[config.mk]
export PLATFORM = sky130hd
export DESIGN_NAME = flick_cond
export DESIGN_NICKNAME = d
export VERILOG_FILES = /design/src/rtl/flick_cond.sv
export SDC_FILE = /design/constraint.sdc
export NUM_CORES = 1
export LEC_CHECK = 0
export CORE_MARGIN = 5
export CORE_UTILIZATION = 61
export CTS_CLUSTER_SIZE = 20
export DETAILED_ROUTE_END_ITERATION = 8
export PLACE_DENSITY_LB_ADDON = 0.1
export SETUP_SLACK_MARGIN = 0.15
export SYNTH_ARGS = -nofsm -noshare
export SYNTH_HDL_FRONTEND = slang
export SYNTH_SLANG_ARGS = --single-unit
[constraint.sdc]
create_clock -name clk -period 2.85 [get_ports clk]
set_input_delay 0.57 -clock clk [delete_from_list [all_inputs] [get_ports clk]]
set_output_delay 0.57 -clock clk [all_outputs]
set_load 0.02 [all_outputs]
[src/rtl/flick_cond.sv]
// Flick push-button conditioner: 2-FF synchroniser, press/release debounce, minimum-hold stretch.
// Optional auto-repeat pulses on flick_pls when FLICK_RPT_EN is defined.
`timescale 1ns/1ps
module flick_cond #(
  parameter int DB_CYC   = 4,
  parameter int HOLD_CYC = 8,
  parameter int RPT_CYC  = 16,
  parameter int CNT_W    = 8,
  parameter int FF_DLY   = 1
) (
  input  logic       clk,
  input  logic       rst_n,
  input  logic       flick_btn,
  output logic       flick,
  output logic       flick_pls,
  output logic [1:0] db_state
);

  localparam logic [1:0] IDLE     = 2'b00;
  localparam logic [1:0] PRESS_DB = 2'b01;
  localparam logic [1:0] HELD     = 2'b10;
  localparam logic [1:0] REL_DB   = 2'b11;

  localparam logic [CNT_W-1:0] DB_LAST   = CNT_W'(DB_CYC - 1);
  localparam logic [CNT_W-1:0] HOLD_LAST = CNT_W'(HOLD_CYC - 1);
  localparam logic [CNT_W-1:0] HOLD_MAX  = CNT_W'(HOLD_CYC);

  // FF_DLY only exists for legacy gate-level flows; the registers here carry no delay.
  if (DB_CYC < 1 || HOLD_CYC < 1 || RPT_CYC < 2 || FF_DLY < 0 ||
      DB_CYC >= (1 << CNT_W) || HOLD_CYC >= (1 << CNT_W) || RPT_CYC >= (1 << CNT_W)) begin : g_bad_param
    $error("flick_cond: illegal parameter combination");
  end

  logic             sync_meta;
  logic             sync;
  logic [1:0]       state,    state_nx;
  logic [CNT_W-1:0] db_cnt,   db_cnt_nx;
  logic [CNT_W-1:0] hold_cnt, hold_cnt_nx;
  logic             pls_nx;
`ifdef FLICK_RPT_EN
  localparam logic [CNT_W-1:0] RPT_LAST = CNT_W'(RPT_CYC - 1);
  logic [CNT_W-1:0] rpt_cnt, rpt_cnt_nx;
`endif

  // NOTE: every variable gets a default at the top of always_comb so no path leaves it unassigned (no latch).
  always_comb begin
    state_nx    = state;
    db_cnt_nx   = db_cnt;
    hold_cnt_nx = hold_cnt;
    pls_nx      = 1'b0;
    case (state)
      IDLE: begin
        if (sync) begin
          state_nx  = PRESS_DB;
          db_cnt_nx = '0;
        end
      end
      PRESS_DB: begin
        if (!sync) begin
          state_nx = IDLE;
        end else if (db_cnt == DB_LAST) begin
          state_nx    = HELD;
          hold_cnt_nx = '0;
          pls_nx      = 1'b1;
        end else begin
          db_cnt_nx = db_cnt + 1'b1;
        end
      end
      HELD: begin
        if (hold_cnt != HOLD_MAX) hold_cnt_nx = hold_cnt + 1'b1;
        // Early releases are ignored until the minimum hold is reached.
        if (!sync && hold_cnt >= HOLD_LAST) begin
          state_nx  = REL_DB;
          db_cnt_nx = '0;
        end
      end
      default: begin // REL_DB
        if (sync) begin
          state_nx = HELD;
        end else if (db_cnt == DB_LAST) begin
          state_nx = IDLE;
        end else begin
          db_cnt_nx = db_cnt + 1'b1;
        end
      end
    endcase
`ifdef FLICK_RPT_EN
    rpt_cnt_nx = '0;
    if (state == HELD) begin
      rpt_cnt_nx = rpt_cnt;
      if (sync) begin
        if (rpt_cnt == RPT_LAST) begin
          rpt_cnt_nx = '0;
          pls_nx     = 1'b1;
        end else begin
          rpt_cnt_nx = rpt_cnt + 1'b1;
        end
      end
    end
`endif
  end

  // NOTE: registers use non-blocking assignments so all flops update from pre-edge values.
  always_ff @(posedge clk or negedge rst_n) begin
    if (!rst_n) begin
      sync_meta <= 1'b0;
      sync      <= 1'b0;
      state     <= IDLE;
      db_cnt    <= '0;
      hold_cnt  <= '0;
      flick     <= 1'b0;
      flick_pls <= 1'b0;
`ifdef FLICK_RPT_EN
      rpt_cnt   <= '0;
`endif
    end else begin
      sync_meta <= flick_btn;
      sync      <= sync_meta;
      state     <= state_nx;
      db_cnt    <= db_cnt_nx;
      hold_cnt  <= hold_cnt_nx;
      // Registered from the next state so flick tracks HELD/REL_DB cycle-exactly.
      flick     <= (state_nx == HELD) || (state_nx == REL_DB);
      flick_pls <= pls_nx;
`ifdef FLICK_RPT_EN
      rpt_cnt   <= rpt_cnt_nx;
`endif
    end
  end

  assign db_state = state;

endmodule
==> results by group, run 1 <==
STA
  • Worst slew pin tran: 0.499 ns
  • F_max: between 400 and 500 MHz
  • Setup Total Neg Slack: 0 ns
  • Clock skew: approximately 0.0069 ns
  • Final Hold Viols: 0
  • Max transition margin: approximately two thirds
  • Final worst path period share: 79.1%
  • Final Worst Setup Slack: about 0.60 ns
  • Fin crit period: ~2.3 ns
  • Unrepaired setup endpoints after global routing: false
  • Slew Viols, Final: 0
  • Final setup vio count: 0

Die
  • Chip Height: around 53 um
  • Die extent in x: 52.6 um
  • # IOs: 7
  • Die area: 0.00277 mm^2
  • CORE AREA: 0.00173 mm^2
  • # rows: 15
  • Starting density of the core: 64.2%

Route
  • Via density: 5.97
  • Pre-antenna DRT Iters: 4
  • DRC viols: 0
  • Initial drt markers: 12
  • WL final: about 2000 um
  • DR WL/cell: 14.4 um
  • Post-DRT Antenna Nets: 0
  • DR vias: 848

Critical path
  • CP Class: reg -> out
  • CP top delay family: buffers and inverters
  • Worst EP arrival: 1.68 ns
  • Worst R2R Setup Slack: 0.89 ns
  • Slowest CP cell: clkdlybuf4s50_1
  • Setup crit start kind: flop
  • Cell Chain, Critical Path: clkdlybuf4s50_1
  • Crit path max fanout: 17
  • Crit path buf inv count: 1
  • Critical Path RT: approximately 2.3 ns
  • Stages on worst setup path: 1
  • CP max stage delay: 0.70 ns
  • Worst setup EP type: output port
  • FF-to-FF path depth: 4

Pwr
  • Proportion of power drawn by the clock network: 13.9%
  • Leakage dissipation: just over 0.5 nW
  • Switching power: 0.000412 W
  • Worst-case vdd ir drop: 0.522 mV
  • Reg power frac: 47.4%
  • Int Pwr: 0.000593 W
  • Cell Pwr Density: between 800 and 900 mW/mm^2
  • Combinational share of power: 38.7%
  • Sw Share: approximately 41%

Clock network
  • Clock sinks: 21
  • Hold-fix buffers, CTS: 0
  • Clock buffer depth: 2
  • Clock latency on the worst-skew pair: 0.30 ns
  • CTS tree: built
  • Setup Buffers After CTS: 0
  • Clock buffer count from CTS: 3
  • H-tree level count: 1
  • CTS clk-pin slew, worst paths: 0.11 ns
  • Root buffer cell: clkbuf_4
  • CTS resizes: 0

Run status
  • Status: complete, no violations

Logic synthesis
  • Multiplexer share of the synthesized area: 2.26%
  • Synth async-reset ratio: 100%
  • Distinct cells, synth: 40
  • Compound-Gate Fraction of Synth Area: 14.4%
  • Synth warnings: 0
  • Syn_nets: 117
  • Post-synth EDFFs: 0
  • Register area share after synthesis: 47.4%
  • Mapped cell area: 0.00111 mm^2
  • Simple-Gate Fraction of Synth Area: 23.8%
  • Synth Area in Adders: 3.39%
  • Seq cells post-synth: 21
  • Main combinational cell family by area after synthesis: simple AND/OR/NAND/NOR gates
  • Post-Syn Area per Cell: 9.99 um^2
  • Post-synthesis xor/xnor area fraction: 3.95%
  • Top_reg_cell synth: dfrtp_1
  • Post-Syn Instances: ~110

GRT
  • Vias in the first global route: 796
  • Initial antenna violation count: 0
  • Remaining global-route overflow: 0
  • Met3 usage: 5.98%
  • Largest net degree at the start of global routing: 22
  • First-pass GRT wire length: 3610 um
  • GRT Total Usage: 17.9%
  • GR Layer Usage met2: 27.9%
  • GR Util met1: approximately a quarter
  • Top Usage Layer GRT: met2

Layout
  • Reg area: 526 um^2
  • # diodes: 0
  • Area delta synth->final: 9.03%
  • Layout cells sized above 1: 9.40%
  • NumNets Final: 124
  • Multi-input gate area in the final layout: 531 um^2
  • Fillers: 150

Place
  • PortBufs: 6
  • GP Congestion: 0.770
  • Final HPWL DP: roughly 1400 um
  • Worst slack, placed: between 0.9 and 1 ns

Flow run
  • Max-Cap Viols: 0

Worst hold path
  • Worst hold stages: 0
  • Tightest Hold Check Type: reg -> reg
[state kept, by name (all words and copies together), names as in the netlist]
name	cells
db_cnt	8
db_state	1
flick	1
flick_pls	1
hold_cnt	8
sync	1
sync_meta	1
[power groups by stage]
stage	Sequential [W]	Combinational, W	Clock (W)
finish	0.000477	0.000389	0.000140
global route	0.000488	0.000439	0.000164
CTS	0.000473	0.000391	0.000149
detailed placement	0.000478	0.000391	0
global placement	0.000475	0.000380	0
floorplan	0.000446	0.000320	0
[synthesized netlist by cell type (2+ instances only)]
| cell | instances | area share (%) |
|---|---|---|
| dfrtp_1 | 21 | 47 |
| nand3_1 | 11 | 5.0 |
| nand2_1 | 7 | 2.4 |
| inv_1 | 6 | 2.0 |
| nor2_1 | 5 | 1.7 |
| o21ai_0 | 4 | 1.8 |
| a21oi_1 | 3 | 1.4 |
| a22o_1 | 3 | 2.4 |
| buf_2 | 3 | 1.4 |
| ha_1 | 3 | 3.4 |
| nand2b_1 | 3 | 1.7 |
| nand4_1 | 3 | 1.7 |
| nor3_1 | 3 | 1.4 |
| o21ai_1 | 3 | 1.4 |
| xor2_1 | 3 | 2.4 |
| a32o_1 | 2 | 1.8 |
| o31ai_1 | 2 | 1.4 |
| or3_1 | 2 | 1.1 |
| or4_1 | 2 | 1.4 |
| xnor2_1 | 2 | 1.6 |
[logic make-up (layout without fill, tap and decap cells)]
family | after synthesis | in the layout
buffers and inverters | 12 | 18
muxes | 2 | 2
xor gates and xnor gates | 5 | 5
DFF | 21 | 21
adders and majority gates | 3 | 3
and+or+nand+nor | 45 | 45
AOI/OAI and AO/OA | 23 | 23
[layout by cell type (no fill, tap or decap), types with 2 or more instances in the layout]
| cell type | n |
|---|---|
| dfrtp_1 | 21 |
| nand3_1 | 11 |
| nand2_1 | 7 |
| inv_1 | 6 |
| clkdlybuf4s50_1 | 6 |
| nor2_1 | 5 |
| o21ai_0 | 4 |
| o21ai_1 | 3 |
| xor2_1 | 3 |
| a21oi_1 | 3 |
| a22o_1 | 3 |
| nor3_1 | 3 |
| nand2b_1 | 3 |
| nand4_1 | 3 |
| ha_1 | 3 |
| clkbuf_4 | 3 |
| or4_1 | 2 |
| o31ai_1 | 2 |
| or3_1 | 2 |
| a32o_1 | 2 |
| xnor2_1 | 2 |
[through the flow]
step	area [um^2]	cells	power [W]	util (%)	hold slack (ns)
after floorplan	1110	111	0.000767	-	0.274
after global placement	1180	138	0.000855	68.4	0.347
after detailed placement	1180	138	0.000869	68.4	0.342
after CTS	1210	142	0.00101	70.0	0.378
after global routing	1210	142	0.00109	70.0	0.391
final	1210	142	0.00101	70.0	0.370
[area by class of cell]
cell class / count / share of cell area, %
Timing Repair Buffer: 7 / 5.59
Multi-Input combinational cell: 78 / 43.9
Inverter: 7 / 2.17
Tap cell: 25 / 2.59
Sequential cell: 21 / 43.5
Clock buffer: 3 / 1.86
Clock inverter: 1 / 0.414
[routing by layer]
layer	vias up	share of wire, %
li1	417	-
met2	26	45
met1	403	48
met5	-	0
met3	2	6.0
met4	0	0.69
[final timing paths]
path,from,to
max in group asynchronous,rst_n,db_cnt[6]$_DFFE_PN0P_
worst max register to register,db_cnt[5]$_DFFE_PN0P_,hold_cnt[0]$_DFFE_PN0P_
worst max-delay path,db_state[0]$_DFF_PN0_,db_state[0]
worst min register to register,sync_meta$_DFF_PN0_,sync$_DFF_PN0_
worst min-delay path,sync_meta$_DFF_PN0_,sync$_DFF_PN0_
min in group asynchronous,rst_n,hold_cnt[3]$_DFFE_PN0P_
Note: power is estimated with default switching activity, not from simulation.
==> run 2: changes to the inputs <==
--- a/config.mk
+++ b/config.mk
@@ -6,7 +6,7 @@
 export NUM_CORES = 1
 export LEC_CHECK = 0
 export CORE_MARGIN = 5
-export CORE_UTILIZATION = 61
+export CORE_UTILIZATION = 51
 export CTS_CLUSTER_SIZE = 20
 export DETAILED_ROUTE_END_ITERATION = 8
 export PLACE_DENSITY_LB_ADDON = 0.1
==> constraint.sdc (replaced) <==
create_clock -name clk -period 1.85 [get_ports clk]
set_input_delay 0.37 -clock clk [delete_from_list [all_inputs] [get_ports clk]]
set_output_delay 0.37 -clock clk [all_outputs]
set_load 0.02 [all_outputs]
==> run 2 against run 1 <==
First-iteration DRC count is 8.3% higher. Die area is 16% higher. Register-to-register slack worse by 0.66 ns. Clock-buffer cell count is 1 higher. Final area is 5.5% higher. Combinational power is 65% higher.
==> results by group, run 2 (synthesized netlist as in run 1, its figures left out) <==
STA
  • Setup Total Neg Slack: 0 ns (unchanged)
  • Final worst path period share: 87.6%
  • Slew Viols, Final: 0 (unchanged)
  • F_max: 617 MHz
  • Final setup vio count: 0 (unchanged)
  • Fin crit period: 1.62 ns
  • Worst hold slack: 0.357 ns (-0.0137 ns)
  • Clock skew: 0.00523 ns (-0.00167 ns)
  • Final Worst Setup Slack: 0.229 ns (-0.368 ns)
  • Unrepaired setup endpoints after global routing: true
  • Final Hold Viols: 0 (unchanged)
  • Worst slew pin tran: 0.378 ns (-0.121 ns)
  • Max transition margin: 74.5% (+8.0 points)

Layout
  • Most common cell after layout, fill and taps aside: dfrtp_1
  • # diodes: 0 (unchanged)
  • Most frequent cells in the layout: dfrtp_1 (19), nand3_1 (11), nand2_1 (7)
  • NumNets Final: 129 (+4.0%)
  • Fin cells: 149 (+4.9%)
  • Top Registers: db_cnt x8, hold_cnt x8
  • Layout cells sized above 1: 16.4% (+7.0 points)
  • Area delta synth->final: 15.0%

Critical path
  • Worst setup EP type: flop
  • Crit path buf inv count: 0 (-1)
  • CP Class: reg -> reg
  • FF-to-FF path depth: 4 (unchanged)
  • Reg2reg end: hold_cnt[0]$_DFFE_PN0P_
  • Worst reg2reg startpoint: db_cnt[5]$_DFFE_PN0P_
  • Setup crit start kind: flop
  • Setup crit end: hold_cnt[0]$_DFFE_PN0P_
  • Crit path max fanout: 5 (-12)
  • Slowest CP cell: or4_4
  • Stages on worst setup path: 4 (+3)
  • CP Launch Point: db_cnt[5]$_DFFE_PN0P_
  • Worst EP arrival: 1.82 ns (+0.14 ns)
  • Critical Path RT: 2.05 ns (-0.23 ns)
  • Worst R2R Setup Slack: 0.23 ns (-0.66 ns)
  • CP max stage delay: 0.59 ns (-0.11 ns)
  • Cell Chain, Critical Path: or4_4, nor4_4, nor2_2, mux2_4
  • CP top delay family: simple AND/OR/NAND/NOR gates

Die
  • # IOs: 7 (unchanged)
  • # rows: 16 (+1)
  • CORE AREA: 0.00202 mm^2 (+17%)
  • Die area: 0.00321 mm^2 (+16%)
  • Chip Height: 56.6 um (+7.6%)
  • Die extent in x: 56.6 um (+7.6%)
  • Starting density of the core: 54.8% (-9.4 points)

Route
  • DRC viols: 0 (unchanged)
  • Post-DRT Antenna Nets: 0 (unchanged)
  • WL met2: 1120 um (+21%)
  • Metal3 WL: 57 um (-53%)
  • Max Used Layer: met4
  • DR WL/cell: 13.9 um (-3.5%)
  • Pre-antenna DRT Iters: 4 (unchanged)
  • WL final: 2070 um (+1.3%)
  • Via density: 5.70 (-4.5%)
  • Met1 WL: 873 um (-11%)
  • Initial drt markers: 13 (+1)
  • DR vias: 850 (+0.24%)

Clock network
  • Clock buffer depth: 2 (unchanged)
  • H-tree level count: 1 (unchanged)
  • Setup Buffers After CTS: 0 (unchanged)
  • CTS resizes: 7 (+7)
  • Clock sinks: 21 (unchanged)
  • CTS tree: built
  • Clock latency on the worst-skew pair: 0.30 ns (about the same)
  • Clock buffer count from CTS: 3 (unchanged)
  • CTS clk-pin slew, worst paths: 0.11 ns (about the same)
  • Hold-fix buffers, CTS: 0 (unchanged)
  • Root buffer cell: clkbuf_4

Pwr
  • Reg power frac: 45.8% (-1.6 points)
  • Int Pwr: 0.000941 W (+59%)
  • Leakage dissipation: 0.546 nW (+6.1%)
  • Total power: 0.00157 W (+56%)
  • Switching power: 0.000632 W (+53%)
  • Sw Share: 40.2% (-0.82 points)
  • Cell Pwr Density: 1230 mW/mm^2 (+48%)
  • Combinational share of power: 40.7% (+2.0 points)
  • Worst-case vdd ir drop: 0.807 mV (+55%)
  • Proportion of power drawn by the clock network: 13.5% (-0.4 points)

GRT
  • First-pass GRT wire length: 3700 um (+2.5%)
  • Initial antenna violation count: 0 (unchanged)
  • Remaining global-route overflow: 0 (unchanged)
  • Vias in the first global route: 875 (+9.9%)
  • GRT Total Usage: 14.3% (-3.6 points)
  • Largest net degree at the start of global routing: 22 (unchanged)

Place
  • Worst slack, placed: 0.0849 ns (-0.836 ns)
  • Final HPWL DP: 1580 um (+10%)
  • GP Congestion: 0.831 (+7.9%)
  • Placed Instances: 145 (+5.1%)
  • PortBufs: 6 (unchanged)

Run status
  • Status: complete, no violations

Worst hold path
  • Tightest Hold Check Type: reg -> reg

Flow run
  • Max-Cap Viols: 0 (unchanged)
run 2: changes by cell type in the layout (fill, tap and decap cells not counted), moves of 2 or more:
cell,before,now
buf_4,1,6
clkdlybuf4s50_1,6,3
dfrtp_2,0,2
dlygate4sd2_1,0,3
dfrtp_1,21,19
run 2: metrics by stage:
step	area, um^2	utilization, %
after detailed placement	1220	60.4
after global routing	1270	63.1
after floorplan	1110	-
after CTS	1250	61.9
after global placement	1220	60.4
final	1270	63.1
run 2: worst min path at each step:
stage,start,endpoint,slack [ns],depth (start not counted)
finish,sync_meta$_DFF_PN0_,sync$_DFF_PN0_,0.36,0
global route,sync_meta$_DFF_PN0_,sync$_DFF_PN0_,0.37,0
CTS,sync_meta$_DFF_PN0_,sync$_DFF_PN0_,0.36,0
detailed placement,sync_meta$_DFF_PN0_,sync$_DFF_PN0_,0.33,0
global placement,sync_meta$_DFF_PN0_,sync$_DFF_PN0_,0.33,0
floorplan,rst_n,db_cnt[0]$_DFFE_PN0P_,0.07,0
run 2: final cells by class:
class / instances / area, um^2
timing repair buffer: 12 / 101
multi-input combinational: 78 / 559
inverter: 7 / 26.3
tap: 27 / 33.8
fill: 177 / 747
clock buffer: 4 / 26.3
sequential: 21 / 528
run 2: metal layers:
layer / track usage [%] / up-vias
li1: - / 425
met1: 16.7 / 413
met2: 25.6 / 10
met3: 2.98 / 2
met4: 5.08 / 0
met5: 0 / -
run 2: power by group through the flow:
stage	logic, W	clock network (W)	registers (W)
2_1_floorplan	0.000493	0	0.000688
3_3_place_gp	0.000631	0	0.000715
3_5_place_dp	0.000640	0	0.000720
4_1_cts	0.000623	0.000223	0.000714
5_1_grt	0.000714	0.000249	0.000746
6_report	0.000641	0.000212	0.000720
